<file path="config.mk">
export PLATFORM = sky130hd
export DESIGN_NAME = sync_fifo_flags
export DESIGN_NICKNAME = d
export VERILOG_FILES = /design/src/rtl/sync_fifo_flags.sv
export SDC_FILE = /design/constraint.sdc
export NUM_CORES = 1
export LEC_CHECK = 0
export CAP_MARGIN = 20
export CORE_ASPECT_RATIO = 1.5
export CORE_MARGIN = 10
export CORE_UTILIZATION = 45
export CTS_CLUSTER_DIAMETER = 200
export CTS_CLUSTER_SIZE = 28
export DETAILED_ROUTE_END_ITERATION = 10
export GPL_ROUTABILITY_DRIVEN = 0
export GPL_TIMING_DRIVEN = 0
export HOLD_SLACK_MARGIN = 0.1
export PLACE_DENSITY = 0.61
export SLEW_MARGIN = 20
export SYNTH_ARGS = -nofsm -noshare
export SYNTH_HDL_FRONTEND = slang
export SYNTH_SLANG_ARGS = --single-unit
</file>
<file path="constraint.sdc">
create_clock -name clk -period 3.3 [get_ports clk]
set_input_delay 0.99 -clock clk [delete_from_list [all_inputs] [get_ports clk]]
set_output_delay 0.99 -clock clk [all_outputs]
set_load 0.02 [all_outputs]
</file>
<file path="src/rtl/sync_fifo_flags.sv">
// Single-clock FIFO with fill count, almost-full/almost-empty thresholds,
// overflow/underflow pulses and a selectable first-word-fall-through read port.
module sync_fifo_flags #(
    parameter int WIDTH     = 8,
    parameter int DEPTH     = 16,
    parameter int AF_THRESH = 14,
    parameter int AE_THRESH = 2,
    parameter int FWFT      = 0
) (
    input  logic                     clk,
    input  logic                     reset_n,
    input  logic                     wr_en,
    input  logic [WIDTH-1:0]         write_data,
    input  logic                     rd_en,
    output logic [WIDTH-1:0]         read_data,
    output logic                     full,
    output logic                     empty,
    output logic                     almost_full,
    output logic                     almost_empty,
    output logic [$clog2(DEPTH):0]   count,
    output logic                     overflow,
    output logic                     underflow
);

    localparam int AW = $clog2(DEPTH);
    localparam int CW = AW + 1;
    localparam logic [CW-1:0] C_FULL = CW'(DEPTH);
    localparam logic [CW-1:0] C_AF   = CW'(AF_THRESH);
    localparam logic [CW-1:0] C_AE   = CW'(AE_THRESH);

    logic [WIDTH-1:0] r_mem [DEPTH];
    logic [AW-1:0]    r_wr_ptr;
    logic [AW-1:0]    r_rd_ptr;
    logic [CW-1:0]    r_count;
    logic             r_full;
    logic             r_empty;
    logic             r_almost_full;
    logic             r_almost_empty;
    logic             r_overflow;
    logic             r_underflow;

    logic             w_wr_acc;
    logic             w_rd_acc;
    logic [CW-1:0]    w_count_nxt;

    // Acceptance uses the registered flags, i.e. the state before the edge.
    assign w_wr_acc = wr_en && !r_full;
    assign w_rd_acc = rd_en && !r_empty;

    always_comb begin
        // NOTE: default assignment first so every path drives the signal and no latch is inferred.
        w_count_nxt = r_count;
        case ({w_wr_acc, w_rd_acc})
            2'b10:   w_count_nxt = r_count + CW'(1);
            2'b01:   w_count_nxt = r_count - CW'(1);
            default: w_count_nxt = r_count;
        endcase
    end

    // NOTE: non-blocking assignments for all clocked state so every register samples pre-edge values.
    always_ff @(posedge clk or negedge reset_n) begin
        if (!reset_n) begin
            r_wr_ptr       <= '0;
            r_rd_ptr       <= '0;
            r_count        <= '0;
            r_full         <= 1'b0;
            r_empty        <= 1'b1;
            r_almost_full  <= 1'b0;
            r_almost_empty <= 1'b1;
            r_overflow     <= 1'b0;
            r_underflow    <= 1'b0;
        end else begin
            if (w_wr_acc) r_wr_ptr <= r_wr_ptr + AW'(1);
            if (w_rd_acc) r_rd_ptr <= r_rd_ptr + AW'(1);
            r_count        <= w_count_nxt;
            r_full         <= (w_count_nxt == C_FULL);
            r_empty        <= (w_count_nxt == '0);
            r_almost_full  <= (w_count_nxt >= C_AF);
            r_almost_empty <= (w_count_nxt <= C_AE);
            r_overflow     <= wr_en && r_full;
            r_underflow    <= rd_en && r_empty;
        end
    end

    // NOTE: storage has no reset; only pointers and count define which words are valid.
    always_ff @(posedge clk) begin
        if (w_wr_acc) r_mem[r_wr_ptr] <= write_data;
    end

    generate
        if (FWFT != 0) begin : g_fwft
            // Head word shown directly; forced to zero while empty for a tidy idle bus.
            assign read_data = r_empty ? '0 : r_mem[r_rd_ptr];
        end else begin : g_reg
            logic [WIDTH-1:0] r_read_data;
            always_ff @(posedge clk or negedge reset_n) begin
                if (!reset_n)      r_read_data <= '0;
                else if (w_rd_acc) r_read_data <= r_mem[r_rd_ptr];
            end
            assign read_data = r_read_data;
        end
    endgenerate

    assign full         = r_full;
    assign empty        = r_empty;
    assign almost_full  = r_almost_full;
    assign almost_empty = r_almost_empty;
    assign count        = r_count;
    assign overflow     = r_overflow;
    assign underflow    = r_underflow;

endmodule
</file>
==> results.cfg, run 1 <==
[cts]
cts_buffers = 17
htree_levels = 4
insertion_delay_ns = 0.42
clk_path_buf_depth = 2
tritoncts = yes
cts.sinks = 155
cts_root_buffer = clkbuf_16
clkSlewWorstSetupHoldPaths_ns = 0.06

[synthesis]
synthAdderAreaFrac_pct = 1.39
synth_mux_area_share_pct = 14.6
synth_compound_area_share_pct = 2.84
synth-xor-area-share_pct = 1.51
yosys-top-cells-count = edfxtp_1 (128), mux4_2 (30), dfrtp_1 (25)
ys_ff_latch = 155
synth_top_cell_area_share_pct = 61.1
syn_area_per_cell_um2 = 18.7
synth_edf_count = 128
syn-num-nets = 356
yosysTopAreaCell = edfxtp_1
synth_area_leaders = edfxtp_1 (61%), mux4_2 (11%), dfrtp_1 (9.9%)
ys.flop_type = edfxtp_1
ys_seq_area_share_pct = 71.8
netlist_area_um2 = 6290
yosys_warnings = 0
synth_simple_gate_area_share_pct = 5.49
synth_cell_type_count = 38
synth_top_family_by_area = multiplexers
syn_inst = 337
synth.most_common_cell = edfxtp_1
async_reset_ff_share_pct = 17.4

[placed_design]
dp_hpwl_um = 8570
pre_cts_slack_ns = -0.431
placed_cells = 529
portBuffers = 30

[pwr]
power.total_mw = 6.77
p_int_mw = 4.64
switching_power_mw = 2.13
seqPwrFrac_pct = 38.2
comb_power_share_pct = 33.3
leakage_nw = 2.59
p_per_area_nw_per_um2 = 906
clkPwrFrac_pct = 28.5
p_sw_share_pct = 31.5
ir_drop_mv = 0.359

[timing]
fmax_mhz = 316
slew_viol_final = 0
relSlewSlack_pct = 40.9
hold_ws_ns = 0.476
tns_ns = 0
setup_slack_ns = 0.136
worst_slew_pin_slew_ns = 0.886
setup_violations = 0
finalHoldViolCount = 0
fin_crit_sh_pct = 95.9
layout_min_cycle_time_ns = 3.16
skew_ns = 0.00877

[global_routing]
overflow = 0
grt_max_degree = 28
grt_pass1_vias = 3367
grt_usage_pct = 14.0
antenna_found_initial = 0
grt_pass1_wl_um = 19600

[final_layout]
drive_gt1_share_pct = 23.6
layout.nets = 408
fillers = 1053
final_cell_count_no_fill = 564
diodes = 0
syn2layout_area_growth_pct = 18.6

[critical_path]
required_ns = 3.62
arrival_ns = 3.49
critPathLaunchType = primary input
critical_path_class = primary input to flip-flop
endpoint_kind = flip-flop
critPathMaxFanout = 10

[die]
start_util_pct = 46.3
dieWidth_um = 117
dieHeight_um = 165
ios = 31
die_area_um2 = 19200
coreArea_um2 = 13600
rows = 52

[detailed_routing]
firstDrtPassIters = 4
drtIter0Drc = 212
drtAntennaViolNets = 0
vias = 3163
wirelength_um = 12700
vias_per_cell = 5.61
wl_per_cell_um = 22.5
drc_errors = 0

[hold_path]
hold_class = flip-flop to flip-flop

[outcome]
status = finished clean

[job]
max_cap_violations = 0
-- through the flow --
stage	cell area, um2	utilization (%)
6_report	7470	54.9
5_1_grt	7470	54.9
4_1_cts	7390	54.3
3_5_place_dp	6790	50.0
3_3_place_gp	6800	50.0
2_1_floorplan	6290	-
-- power by group through the flow --
| stage | Sequential (mW) | Clock (mW) | Combinational (mW) |
|---|---|---|---|
| floorplan | 2.72 | 0 | 1.42 |
| finish | 2.59 | 1.93 | 2.25 |
| global route | 2.61 | 2.05 | 2.46 |
| global placement | 2.61 | 0 | 2.18 |
| CTS | 2.59 | 1.97 | 2.22 |
| detailed placement | 2.63 | 0 | 2.21 |
-- final cells by class --
class	instances	area, um2	area share [%]
clock inverter	14	163	2.18
clock buffer	18	429	5.75
tap	162	203	2.71
sequential	155	4520	60.5
inverter	5	22.5	0.302
buffer	17	129	1.73
multi-input combinational	159	1680	22.4
timing repair buffer	34	325	4.36
-- worst paths after layout --
| path | from | end | slack (ns) | depth (start not counted) |
|---|---|---|---|---|
| setup / recovery | rd_en | full | 0.14 | 14 |
| hold reg to reg | read_data[3] | read_data[3] | 0.48 | 2 |
| hold / removal | read_data[3] | read_data[3] | 0.48 | 2 |
| min in group asynchronous | reset_n | read_data[3] | 0.61 | 1 |
| setup reg to reg | empty | full | 0.69 | 13 |
| max in group asynchronous | reset_n | read_data[5] | 2.26 | 1 |
-- critical path, cell delays in order --
cell and delay [ns]:
clkdlybuf4s50_1 0.48, nand2b_1 0.06, buf_4 0.18, inv_2 0.11, buf_6 0.15, nand2_1 0.12, xnor2_1 0.15, ha_1 0.23
a21oi_2 0.17, a21boi_4 0.24, o21ai_0 0.11, a21oi_1 0.20, o21bai_2 0.10, nor3b_1 0.19
-- logic make-up after synthesis --
| family | after synthesis |
|---|---|
| compound gates | 28 |
| xor+xnor | 10 |
| fa+ha+maj | 7 |
| buf+inv | 23 |
| flops | 155 |
| mux | 46 |
| simple gates | 68 |
-- state kept, by name (all words and copies together) (netlist names), 4 cells and up --
register   count
r_mem        128
read_data      8
count          5
r_rd_ptr       4
r_wr_ptr       4
-- cells in the final DEF (no fill, tap or decap), types with 2 or more instances in the layout --
master / instances
ha_1: 7
a21oi_1: 11
mux4_1: 5
nor3_2: 2
clkinvlp_4: 4
o21ai_0: 8
buf_4: 10
mux4_2: 30
nand4_1: 3
bufinv_16: 2
clkbuf_16: 17
mux2i_1: 10
dfstp_2: 2
xnor2_1: 7
clkdlybuf4s50_1: 29
and3_1: 2
clkbuf_1: 4
buf_6: 3
dfrtp_1: 25
buf_2: 4
xor2_2: 2
nor2_1: 4
edfxtp_1: 128
inv_8: 2
inv_1: 3
inv_6: 3
and2_1: 18
nor3b_1: 2
clkinv_4: 3
nand2_1: 23
or3_1: 2
nor3_1: 7
nor2b_1: 2
-- routing by layer --
layer	vias up	global-route usage (%)	part of all wire (%)	wire length, um
met5	-	0	0	0
met4	0	4.68	1.1	140
met3	11	3.41	3.7	468
met2	73	24.5	54	6820
met1	1646	16.5	41	5250
li1	1433	-	-	-
-- what timing repair did --
action,4_1_cts,5_1_grt
setup buffers,0,4
cloned,0,0
hold buffers,0,0
gates resized for setup,1,12
setup endpoints to repair,1,4
pin swaps,0,1
(Power assumes the default switching activity.)
==> inputs of run 2 (changes only) <==
--- a/config.mk
+++ b/config.mk
@@ -16,7 +16,6 @@
 export GPL_TIMING_DRIVEN = 0
 export HOLD_SLACK_MARGIN = 0.1
 export PLACE_DENSITY = 0.61
-export SLEW_MARGIN = 20
 export SYNTH_ARGS = -nofsm -noshare
 export SYNTH_HDL_FRONTEND = slang
 export SYNTH_SLANG_ARGS = --single-unit
==> run 2 against run 1 <==
Effect of this change:
- critical path type unchanged
- power about the same
- largest cell class unchanged
- sequential share of layout area down 0.15 points
- highest routed layer unchanged
- global-route usage about the same
- first-iteration DRC count down 11%
- setup slack better by 0.0077 ns
- largest power group unchanged
- routed wire length up 0.33%
- flip-flop and latch count unchanged
==> results.cfg, run 2 (synthesis gave the netlist of run 1 again) <==
[critical_path]
required_ns = 3.59
path_cells = clkdlybuf4s50_1 > nand2b_1 > buf_4 > inv_2 > buf_6 > nand2_1 > xnor2_1 > ha_1 > a21oi_2 > a21boi_4 > nor3_2 > and3_1 > o21bai_2 > nor3b_2
critical-path-slowest-cell = clkdlybuf4s50_1
critPathLaunchType = primary input
critPathMaxFanout = 10
critPathMaxStageDelay_ns = 0.47
critical_path_class = primary input to flip-flop
arrival_ns = 3.44
endpoint_kind = flip-flop

[placed_design]
placed_cell_area_um2 = 6830
dp_hpwl_um = 8630
portBuffers = 30

[final_layout]
final_util_pct = 55.1
fillers = 1040
layout.nets = 408
drive_gt1_share_pct = 23.4
multiInputGateArea_um2 = 1670
fin_area_um2 = 7490
largest_reg_flops = 128
register_area_um2 = 4520
mostFrequentLayoutCells = edfxtp_1 (128), mux4_2 (30), clkdlybuf4s50_1 (30), dfrtp_1 (25), nand2_1 (23)
syn2layout_area_growth_pct = 18.9
final_common_cell = edfxtp_1
top_register = r_mem
diodes = 0

[die]
dieHeight_um = 165
rows = 52
start_util_pct = 46.3
die_area_um2 = 19200
dieWidth_um = 117
coreArea_um2 = 13600
ios = 31

[timing]
skew_ns = 0.00938
worst_slew_pin_slew_ns = 0.913
setup_violations = 0
tns_ns = 0
slew_viol_final = 0
layout_min_cycle_time_ns = 3.16
fin_crit_sh_pct = 95.6
fmax_mhz = 317
finalHoldViolCount = 0
relSlewSlack_pct = 39.1

[hold_path]
hold_class = flip-flop to flip-flop

[global_routing]
grt_usage_pct = 14.0
grt_pass1_wl_um = 19500
grt_pass1_vias = 3371
grt_max_degree = 19
overflow = 0
antenna_found_initial = 0

[cts]
cts_root_buffer = clkbuf_16
tritoncts = yes
hold_buffers = 0
cts.sinks = 155
insertion_delay_ns = 0.42
cts_buffers = 17
clkSlewWorstSetupHoldPaths_ns = 0.06
htree_levels = 4
clk_path_buf_depth = 2

[job]
max_cap_violations = 0

[pwr]
ir_drop_mv = 0.370
p_per_area_nw_per_um2 = 904
leakage_nw = 2.58
power.total_mw = 6.77

[detailed_routing]
vias_per_cell = 5.50
firstDrtPassIters = 4
drtAntennaViolNets = 0
wirelength_um = 12700
vias = 3102
wl_per_cell_um = 22.5
drc_errors = 0
drtIter0Drc = 188

[outcome]
status = finished clean
==> run 2: changes by cell type in the layout (fill, tap and decap cells not counted), sizes merged <==
cell	before	now
clkbuf	21	22
clkinv	4	0
clkinvlp	4	8
clkdlybuf4s50	29	30
buf	19	17
==> run 2: worst paths after layout <==
| check | from | to | slack, ns | cells past startpoint |
|---|---|---|---|---|
| setup / recovery | rd_en | full | 0.14 | 14 |
| hold / removal | read_data[3] | read_data[3] | 0.47 | 2 |
| min in group asynchronous | reset_n | count[1] | 0.97 | 1 |
| max in group asynchronous | reset_n | almost_empty | 1.74 | 2 |
| setup reg to reg | empty | full | 0.66 | 9 |
| hold reg to reg | read_data[3] | read_data[3] | 0.47 | 2 |
==> run 2: cell type report <==
| class | instances | share of cell area, % |
|---|---|---|
| plain buffers | 18 | 1.77 |
| clock inverters | 14 | 2.16 |
| flip-flops and latches | 155 | 60.4 |
| well taps | 162 | 2.71 |
| inverters | 5 | 0.301 |
| multi-input cells | 159 | 22.4 |
| clock buffers | 18 | 5.73 |
| repair buffers | 33 | 4.58 |
==> run 2: repair_timing <==
| item | 4_1_cts | 5_1_grt |
|---|---|---|
| resized for setup | 0 | 13 |
| setup endpoints to repair | 0 | 4 |
| buffers inserted | 0 | 2 |
==> run 2: critical path, delay by kind of cell <==
family          cells  cell delay (ns)
buf+inv             4             0.92
compound gates      3             0.61
simple gates        5             0.54
fa+ha+maj           1             0.22
xor+xnor            1             0.15
==> run 2: where the power goes <==
group	switching [mW]	leakage (nW)	total (mW)	internal (mW)
sequential	0.145	1.48	2.59	2.45
combinational	1.19	0.830	2.25	1.06
clock	0.795	0.266	1.92	1.13
==> run 2: routing by layer <==
layer	up-vias	global-route usage, %	routed length [um]
li1	1430	-	-
met1	1590	16.3	5200
met2	70	24.6	6840
met3	12	3.23	533
met4	0	5.07	139
met5	-	0	0
==> run 2: stage by stage <==
stage                     hold slack [ns]  std cells  setup WS [ns]
after CTS                           0.479        562         0.0248
after global routing                0.514        564      -0.000854
after global placement              0.467        529         -0.354
final                               0.475        564          0.144
after detailed placement            0.463        530         -0.415
after floorplan                     0.493        337          0.443
